### config.mk
export PLATFORM = sky130hd
export DESIGN_NAME = pipeline_drain_flat
export DESIGN_NICKNAME = d
export VERILOG_FILES = /design/src/rtl/pipeline_drain_if.sv /design/src/rtl/pipeline_drain.sv /design/src/flat_wrapper.sv
export SDC_FILE = /design/constraint.sdc
export NUM_CORES = 1
export LEC_CHECK = 0
export ABC_AREA = 1
export BUFFER_PORTS_ARGS = -buffer_cell sky130_fd_sc_hd__buf_2
export CORE_ASPECT_RATIO = 0.7
export CORE_MARGIN = 8
export CORE_UTILIZATION = 54
export CTS_CLUSTER_SIZE = 8
export DETAILED_ROUTE_END_ITERATION = 8
export HOLD_SLACK_MARGIN = 0.15
export PLACE_DENSITY_LB_ADDON = 0.12
export SYNTH_ARGS = -nofsm -noshare
export SYNTH_HDL_FRONTEND = slang
export SYNTH_SLANG_ARGS = --single-unit
### constraint.sdc
create_clock -name clk -period 3.5 [get_ports clk]
set_clock_uncertainty 0.05 [all_clocks]
set_input_delay 0.525 -clock clk [delete_from_list [all_inputs] [get_ports clk]]
set_output_delay 0.525 -clock clk [all_outputs]
set_load 0.05 [all_outputs]
### src/rtl/pipeline_drain_if.sv
`default_nettype none
// ============================================================================
//  Module      : pipeline_drain_if
//  Description : Beat stream bundle for pipeline_drain. Carries the
//                no-backpressure input beat (data_in/valid_in) and the
//                re-issued valid/ready output stream (m_data/m_valid/m_ready).
//  Revision    : 1.0 - initial release
// ============================================================================
interface pipeline_drain_if #(
    parameter int DATA_WIDTH = 32
);
    logic [DATA_WIDTH-1:0] data_in;
    logic                  valid_in;
    logic [DATA_WIDTH-1:0] m_data;
    logic                  m_valid;
    logic                  m_ready;

    // Producer of input beats and consumer of the drained stream
    modport master (
        output data_in,
        output valid_in,
        output m_ready,
        input  m_data,
        input  m_valid
    );

    // The drain block itself
    modport slave (
        input  data_in,
        input  valid_in,
        input  m_ready,
        output m_data,
        output m_valid
    );
endinterface
`default_nettype wire

### src/rtl/pipeline_drain.sv
`default_nettype none
// ============================================================================
//  Module      : pipeline_drain
//  Description : Captures the pipeline output beat stream into a FIFO,
//                re-issues it on a valid/ready handshake and flags completion
//                once a programmed number of beats has been received and
//                drained. Optional checksum port enabled by defining
//                PIPELINE_DRAIN_CHECKSUM_EN.
//  Revision    : 1.0 - initial release
// ============================================================================
module pipeline_drain #(
    parameter int DATA_WIDTH = 32,
    parameter int DEPTH      = 8,
    parameter int CNT_WIDTH  = 16
) (
    input  wire                         clk,
    input  wire                         reset,
    input  wire                         enable,
    input  wire                         start,
    input  wire  [CNT_WIDTH-1:0]        expect_count,
    pipeline_drain_if.slave             bus,
    output logic [$clog2(DEPTH+1)-1:0]  level,
    output logic                        busy,
    output logic                        done,
    output logic                        overflow,
    output logic [CNT_WIDTH-1:0]        rx_count
`ifdef PIPELINE_DRAIN_CHECKSUM_EN
    ,
    output logic [DATA_WIDTH-1:0]       checksum
`endif
);

    localparam int c_aw = $clog2(DEPTH);
    localparam int c_lw = $clog2(DEPTH + 1);

    localparam logic [1:0] c_idle    = 2'd0;
    localparam logic [1:0] c_collect = 2'd1;
    localparam logic [1:0] c_drain   = 2'd2;
    localparam logic [1:0] c_done    = 2'd3;

    logic [1:0]            r_state;
    logic [1:0]            w_state_nxt;
    logic [DATA_WIDTH-1:0] r_mem [DEPTH];
    logic [c_aw-1:0]       r_wr_ptr;
    logic [c_aw-1:0]       r_rd_ptr;
    logic [c_lw-1:0]       r_level;
    logic [c_lw-1:0]       w_level_nxt;
    logic                  r_m_valid;
    logic                  r_busy;
    logic                  r_done;
    logic                  r_overflow;
    logic [CNT_WIDTH-1:0]  r_rx_count;
    logic [CNT_WIDTH-1:0]  r_target;

    logic w_recv;
    logic w_full;
    logic w_pop;
    logic w_push;
    logic w_drop;
    logic w_start_ok;
    logic w_last;

    // A beat only counts while collecting; a full FIFO still takes it if a pop frees a slot
    assign w_recv     = (r_state == c_collect) && bus.valid_in && enable;
    assign w_full     = (r_level == c_lw'(DEPTH));
    assign w_pop      = r_m_valid && bus.m_ready;
    assign w_push     = w_recv && (!w_full || w_pop);
    assign w_drop     = w_recv && !w_push;
    assign w_start_ok = start && ((r_state == c_idle) || (r_state == c_done));
    assign w_last     = w_recv && ((r_rx_count + CNT_WIDTH'(1)) == r_target);

    // Next state: start is only honoured from IDLE/DONE; DRAIN ends when the FIFO empties
    always_comb begin
        w_state_nxt = r_state;
        case (r_state)
            c_idle, c_done: begin
                if (start) begin
                    w_state_nxt = (expect_count != '0) ? c_collect : c_done;
                end
            end
            c_collect: begin
                if (w_last) begin
                    w_state_nxt = c_drain;
                end
            end
            c_drain: begin
                if ((r_level == '0) || (w_pop && (r_level == c_lw'(1)))) begin
                    w_state_nxt = c_done;
                end
            end
            default: w_state_nxt = c_idle;
        endcase
    end

    // State register with busy/done registered alongside so they change on the same edge
    always_ff @(posedge clk or posedge reset) begin
        if (reset) begin
            r_state <= c_idle;
            r_busy  <= 1'b0;
            r_done  <= 1'b0;
        end else begin
            r_state <= w_state_nxt;
            r_busy  <= (w_state_nxt == c_collect) || (w_state_nxt == c_drain);
            r_done  <= (w_state_nxt == c_done);
        end
    end

    // Transaction bookkeeping: target, received-beat count and sticky drop flag
    always_ff @(posedge clk or posedge reset) begin
        if (reset) begin
            r_target   <= '0;
            r_rx_count <= '0;
            r_overflow <= 1'b0;
        end else if (w_start_ok) begin
            r_target   <= expect_count;
            r_rx_count <= '0;
            r_overflow <= 1'b0;
        end else begin
            if (w_recv && (r_rx_count != r_target)) begin
                r_rx_count <= r_rx_count + CNT_WIDTH'(1);
            end
            if (w_drop) begin
                r_overflow <= 1'b1;
            end
        end
    end

    // Occupancy after this cycle's push/pop; a simultaneous push and pop leaves it unchanged
    always_comb begin
        w_level_nxt = r_level;
        case ({w_push, w_pop})
            2'b10:   w_level_nxt = r_level + c_lw'(1);
            2'b01:   w_level_nxt = r_level - c_lw'(1);
            default: w_level_nxt = r_level;
        endcase
    end

    // FIFO pointers, occupancy and registered non-empty flag
    always_ff @(posedge clk or posedge reset) begin
        if (reset) begin
            r_wr_ptr  <= '0;
            r_rd_ptr  <= '0;
            r_level   <= '0;
            r_m_valid <= 1'b0;
        end else begin
            if (w_push) begin
                r_wr_ptr <= r_wr_ptr + c_aw'(1);
            end
            if (w_pop) begin
                r_rd_ptr <= r_rd_ptr + c_aw'(1);
            end
            r_level   <= w_level_nxt;
            r_m_valid <= (w_level_nxt != '0);
        end
    end

    // Storage array; not reset because the head is masked while the FIFO is empty
    always_ff @(posedge clk) begin
        if (w_push) begin
            r_mem[r_wr_ptr] <= bus.data_in;
        end
    end

`ifdef PIPELINE_DRAIN_CHECKSUM_EN
    logic [DATA_WIDTH-1:0] r_checksum;

    // Running sum of beats actually written into the FIFO this transaction
    always_ff @(posedge clk or posedge reset) begin
        if (reset) begin
            r_checksum <= '0;
        end else if (w_start_ok) begin
            r_checksum <= '0;
        end else if (w_push) begin
            r_checksum <= r_checksum + bus.data_in;
        end
    end

    assign checksum = r_checksum;
`endif

    assign bus.m_data  = r_m_valid ? r_mem[r_rd_ptr] : '0;
    assign bus.m_valid = r_m_valid;
    assign level       = r_level;
    assign busy        = r_busy;
    assign done        = r_done;
    assign overflow    = r_overflow;
    assign rx_count    = r_rx_count;

endmodule
`default_nettype wire

### src/flat_wrapper.sv
// flat-port wrapper written by rule: the top's interface ports become plain ports
module pipeline_drain_flat 
#(
    parameter int DATA_WIDTH = 32,
    parameter int DEPTH      = 8,
    parameter int CNT_WIDTH  = 16
)
  (clk, reset, enable, start, expect_count, level, busy, done, overflow, rx_count, bus_data_in, bus_valid_in, bus_m_ready, bus_m_data, bus_m_valid);
  pipeline_drain_if #(.DATA_WIDTH(DATA_WIDTH)) bus_i ();
  input  wire clk;
  input  wire reset;
  input  wire enable;
  input  wire start;
  input  wire  [CNT_WIDTH-1:0] expect_count;
  output logic [$clog2(DEPTH+1)-1:0] level;
  output logic busy;
  output logic done;
  output logic overflow;
  output logic [CNT_WIDTH-1:0] rx_count;
  input wire logic [$bits(bus_i.data_in)-1:0] bus_data_in;
  input wire logic [$bits(bus_i.valid_in)-1:0] bus_valid_in;
  input wire logic [$bits(bus_i.m_ready)-1:0] bus_m_ready;
  output wire logic [$bits(bus_i.m_data)-1:0] bus_m_data;
  output wire logic [$bits(bus_i.m_valid)-1:0] bus_m_valid;
  assign bus_i.data_in = bus_data_in;
  assign bus_i.valid_in = bus_valid_in;
  assign bus_i.m_ready = bus_m_ready;
  assign bus_m_data = bus_i.m_data;
  assign bus_m_valid = bus_i.m_valid;
  pipeline_drain #(.DATA_WIDTH(DATA_WIDTH), .DEPTH(DEPTH), .CNT_WIDTH(CNT_WIDTH)) u_core (.clk(clk), .reset(reset), .enable(enable), .start(start), .expect_count(expect_count), .bus(bus_i), .level(level), .busy(busy), .done(done), .overflow(overflow), .rx_count(rx_count));
endmodule
Word level (Yosys, flattened, before mapping)

Memories as Yosys holds them, arrays and structs flattened.
Cells that the tools add are included.

$add $sub $neg: 5
Equal/unequal tests: 12
Multiplexer cells: 13
Reductions and logical operators: 22

Operators with widths:

| kind                  | number |
|---|---|
| $mux 16               | 2 |
| $mux 32               | 1 |
| $add 16x1->16 const B | 1 |
| $eq 16x16->1          | 1 |
| $ne 16x16->1          | 1 |
| $reduce_bool 16->1    | 1 |
| $eq 2x2->1 const B    | 5 |
| $logic_and 1x1->1     | 9 |
| $mux 2                | 4 |
| $pmux 4 s2            | 1 |
| $add 3x1->3 const B   | 2 |
| $eq 2x1->1 const B    | 3 |
| $pmux 2 s3            | 1 |
| $add 4x1->4 const B   | 1 |
| $eq 4x1->1 const B    | 1 |
| $eq 4x4->1 const B    | 1 |
| $logic_not 4->1       | 1 |
| $logic_or 1x1->1      | 4 |
| $mux 1                | 4 |
| $reduce_bool 2->1     | 2 |
| $reduce_bool 4->1     | 1 |
| $sub 4x1->4 const B   | 1 |
| $logic_not 1->1       | 2 |
| $logic_not 2->1       | 1 |
| $reduce_or 2->1       | 1 |

Register bits after elaboration: 48
RAM bits: 256
Input bits: 54
Logic and storage cells: 63
Memories kept: 1

Memory list:

| memory       | words | width | rd ports | clocked after memory_dff | wr ports | RTL line             | text |
|---|---|---|---|---|---|---|---|
| u_core.r_mem | 8     | 32    | 1        | 0                        | 1        | pipeline_drain.sv:43 | `logic [DATA_WIDTH-1:0] r_mem [DEPTH];` |

Depth between registers and ports, before layout

Depth in word-level cells: 8
Mapped depth: 17
Gate-level depth less buffers: 16

Least setup slack after synthesis

Ideal clock, no wire load.

Path type: register -> register
Start: register u_core.r_level[0], in the netlist u_core.level[0]
End: memory u_core.r_mem[0][0], enable pin
Data arrival time: 3.117 ns
Data required time: 3.029 ns
Setup slack: -0.088 ns
Cell stages (with the launch flop): 9
Buffers on the path: 0
Path through: dfrtp_1 -> inv_1 -> ha_1 -> nand3_1 -> nor2_1 -> nor2_2 -> inv_1 -> or2_2 -> nor2_1

Longest elaborated chain between the ends: 6

Ends and longest elaborated chain:

| element                      | RTL line              | text |
|---|---|---|
| start, declared              | pipeline_drain.sv:46  | `logic [c_lw-1:0] r_level;` |
| start signal, assigned       | pipeline_drain.sv:152 | `r_level <= w_level_nxt;` |
| $eq 4x4->1                   | pipeline_drain.sv:65  | `assign w_full = (r_level == c_lw'(DEPTH));` |
| $logic_not 1->1              | pipeline_drain.sv:67  | `assign w_push = w_recv && (!w_full \|\| w_pop);` |
| $logic_or 1x1->1             | pipeline_drain.sv:67  |  |
| $logic_and 1x1->1            | pipeline_drain.sv:67  |  |
| $mux 1                       | pipeline_drain.sv:159 | `if (w_push) begin` |
| $mux 1 (not written as such) | pipeline_drain.sv:160 | `r_mem[r_wr_ptr] <= bus.data_in;` |
| end, declared                | pipeline_drain.sv:43  |  |

No other way between the ends.

Final worst setup path

Start: register u_core.r_rd_ptr[0]
End: output port bus_m_data[16]

Longest elaborated chain between the ends: 2

Ends and longest elaborated chain:

| element                | RTL line              | text |
|---|---|---|
| start, declared        | pipeline_drain.sv:45  | `logic [c_aw-1:0] r_rd_ptr;` |
| start signal, assigned | pipeline_drain.sv:150 | `r_rd_ptr <= r_rd_ptr + c_aw'(1);` |
| $mem_v2 8x32           | -                     |  |
| $mux 32                | pipeline_drain.sv:181 | `assign bus.m_data = r_m_valid ? r_mem[r_rd_ptr] : '0;` |
| end, declared          | flat_wrapper.sv:23    | `output wire logic [$bits(bus_i.m_data)-1:0] bus_m_data;` |

No other way between the ends.

==> out/qor.csv <==
metric;value;unit
status;completed;
Post-synth EDFFs;256;
Switching Power;5.77;mW
IO Pins;110;
vias;8948;
WL final;30700;um
power density over the cells;899;nW/um2
sequential power share;33.3;%
Achievable Freq;304;MHz
unrepaired setup endpoints after global routing;no;
Avg Inst Size Synth;11.1;um2
clock network power share;26.7;%
Async SR Flop Fraction;15.8;%
Max FO, Critical Path;61;
Reg-to-Reg Start;u_core.rx_count[1];
Logic pwr share;40.0;%
CP Data Required Time;2920;ps
Final Hold Viols;0;
Final #Nets;1351;
worst setup margin;209;ps
Synth Net Count;1232;
Clk Tree Root Cell;clkbuf_16;
period utilisation layout;94.0;%
clock-pin slew on the worst setup and hold paths;50;ps
switch share;42.1;%
Crit. End Element;primary output;
Post-synth top flop;edfxtp_1;
largest net degree at the start of global routing;130;
DR vias/cell;5.52;
CP Launch Type;flip-flop;
hold slack;173;ps
number of DRC markers in iteration 0;743;
die height;146;um
sequential area share after synthesis;68.5;%
Worst-Margin Slew;711;ps
WP data arrival;2720;ps
Mapped Area;13000;um2
hold worst-path end;u_core.r_target[12];
Design Power;13.7;mW
P_int;7.92;mW
Setup WS pre-CTS;811;ps
Clock Latency Late Sink;530;ps
initial antenna violation count;1;
proportion of layout cells with a drive suffix above 1;16.5;%
CTS sink cnt;304;
WL per Instance;19.0;um
Clock H-tree levels;2;
post-route insts no fill;1620;
DRC viols;0;
GPL Wtd Cong;0.946;
first-pass GRT wire length;48400;um
Distinct cells, synth;35;
die area;29300;um2
Seq cells post-synth;304;
flop2flop setup slack;920;ps
CP Cell Sequence;clkinv_2 > buf_12 > o21ai_0 > o22ai_1 > o21ai_0 > a31oi_1 > buf_2;
Pins Over Slew Limit;0;
slew margin rel.;52.5;%
Inserted Diodes;0;
Post-Synthesis Cells;1169;
Final Setup Violations;0;
grt total ovfl;0;
Area Growth Syn to Fin;17.5;%
Inst Count DP;1556;
CTS tree;done;
Post-DP HPWL;18000;um
Starting Density;54.9;%
core footprint;23600;um2
ANT nets after route;0;
total negative slack;0;ps
Pre-Repair DR Iteration Count;5;
fin crit period;3290;ps
Post-CTS Setup Bufs;0;
Warnings, synthesis;0;
vias in the first global route;8579;
Leak;5.75;nW
delay-heaviest family, CP;buffers and inverters;
hold_sp;expect_count[12];
number of buffers and inverters on the critical path;3;
Horiz. Die Dim;201;um
max-cap viol count;0;
worst reg2reg path endpoint;u_core.busy;
port buffer count;109;
CP max stage cell;dfrtp_4;
clk buf depth;3;
hold-critical path depth;3;
Worst Hold Class;in2reg;
r2r worst-path depth;13;
Inserted Clock Buffers;43;
Total Routing Usage GR;20.6;%
# rows;47;
Worst VDD drop;0.000636;V
CP peak stage delay;490;ps
Most common cell on crit path;o21ai_0;
Setup CP Type;reg2out;
## stage by stage
step	area, um2	utilization [%]
after CTS	15200	64.4
after detailed placement	14000	59.2
after global placement	14000	59.2
after global routing	15200	64.4
final	15200	64.4
after floorplan	13000	-
## sequential cells by signal, summed over array words and instances (netlist names)
signal,cells
u_core.overflow,1
u_core.rx_count,16
u_core.level,4
u_core.r_wr_ptr,3
u_core.bus.m_valid,1
u_core.busy,1
u_core.done,1
u_core.r_rd_ptr,3
u_core.r_state,2
u_core.r_mem,256
u_core.r_target,16
## cells by family (layout without fill, tap and decap cells)
logic type / after synthesis / count (layout) / share of synthesized area, %
AOI/OAI and AO/OA: 256 / 256 / 10.7
xor gates and xnor gates: 30 / 30 / 2.03
adders and majority gates: 9 / 9 / 0.868
buffers and inverters: 117 / 250 / 3.61
DFF: 304 / 304 / 68.5
and+or+nand+nor: 453 / 453 / 14.3
## worst max path at each step
stage | startpoint | to | slack, ps | depth (start not counted)
2_1_floorplan | u_core.level[0] | u_core.r_mem[0][0] | -90 | 8
3_3_place_gp | u_core.r_rd_ptr[1] | bus_m_data[16] | 760 | 6
3_5_place_dp | u_core.r_rd_ptr[0] | bus_m_data[16] | 810 | 7
4_1_cts | u_core.r_rd_ptr[0] | bus_m_data[16] | 260 | 7
5_1_grt | u_core.r_rd_ptr[0] | bus_m_data[17] | 110 | 7
6_report | u_core.r_rd_ptr[0] | bus_m_data[16] | 210 | 7
## Yosys cell counts, types with 2 or more instances
| cell type | count | area share, % |
|---|---|---|
| clkbuf_1 | 44 | 1.3 |
| nor3_1 | 2 | 0.077 |
| inv_2 | 2 | 0.058 |
| buf_2 | 7 | 0.27 |
| nand3_2 | 5 | 0.39 |
| buf_1 | 8 | 0.23 |
| nor2_2 | 4 | 0.19 |
| nand2_2 | 5 | 0.24 |
| a31oi_1 | 32 | 1.5 |
| inv_1 | 50 | 1.4 |
| ha_1 | 9 | 0.87 |
| nor4_1 | 5 | 0.24 |
| a21oi_1 | 2 | 0.077 |
| o211ai_1 | 2 | 0.12 |
| o22ai_1 | 32 | 1.5 |
| xnor2_1 | 9 | 0.61 |
| nand3b_1 | 2 | 0.12 |
| edfxtp_1 | 256 | 59 |
| nand3_1 | 26 | 1.0 |
| nor2_1 | 232 | 6.7 |
| xor2_1 | 21 | 1.4 |
| nand2_1 | 160 | 4.6 |
| nor2_4 | 3 | 0.26 |
| nand4_1 | 8 | 0.39 |
| o21bai_1 | 2 | 0.12 |
| o21ai_0 | 183 | 7.1 |
| dfrtp_1 | 48 | 9.3 |
| buf_4 | 3 | 0.17 |
## layout make-up
class                   instances  area, um2
clock buffers                  56       1120
clock inverters                 3       55.1
fillers                      1836       8410
inverters                      53        200
multi-input cells             748       3670
flip-flops and latches        304       8890
well taps                     318        398
repair buffers                138        888
## tightest hold or removal path, delay by kind of cell
family / cells / cell delay (ps)
simple gates: 2 / 100
buf+inv: 1 / 90
## power groups by stage
stage          sequential, mW  combinational [mW]  clock, mW
2_1_floorplan            4.72                3.85          0
5_1_grt                  4.60                6.02       3.87
3_5_place_dp             4.62                5.48          0
3_3_place_gp             4.61                5.43          0
6_report                 4.56                5.48       3.65
4_1_cts                  4.55                5.50       3.72
## cells in the final DEF (no fill, tap or decap), types with 2 or more instances in the layout
cell and instances:
buf_2 109, nor4_1 5, clkbuf_16 43, nor3_1 2, o21ai_0 183, nand2_2 5
buf_12 9, nor2_2 4, dfrtp_1 46, nor2_1 224, o21bai_1 2, nand3b_1 2
xor2_1 21, nand3_1 26, o22ai_1 32, a31oi_1 32, xnor2_1 9, inv_2 5
buf_4 15, o211ai_1 2, dlygate4sd3_1 5, clkbuf_1 13, edfxtp_1 256, nand2_1 160
ha_1 9, a21oi_1 2, nand4_1 8, inv_1 46, nor2_4 11, nand3_2 5
## timing repair
| item | 4_1_cts | 5_1_grt |
|---|---|---|
| hold buffers | 5 | 0 |
| gates resized for setup | 0 | 0 |
| hold endpoints to repair | 36 | 0 |
## routing by layer
metal / global-route usage, % / wire, um / vias up
met2: 30.2 / 13400 / 275
met3: 3.60 / 1870 / 48
met5: 0 / 10 / -
met4: 4.88 / 480 / 2
li1: - / - / 4317
met1: 31.5 / 15000 / 4306
(Power assumes the default switching activity.)
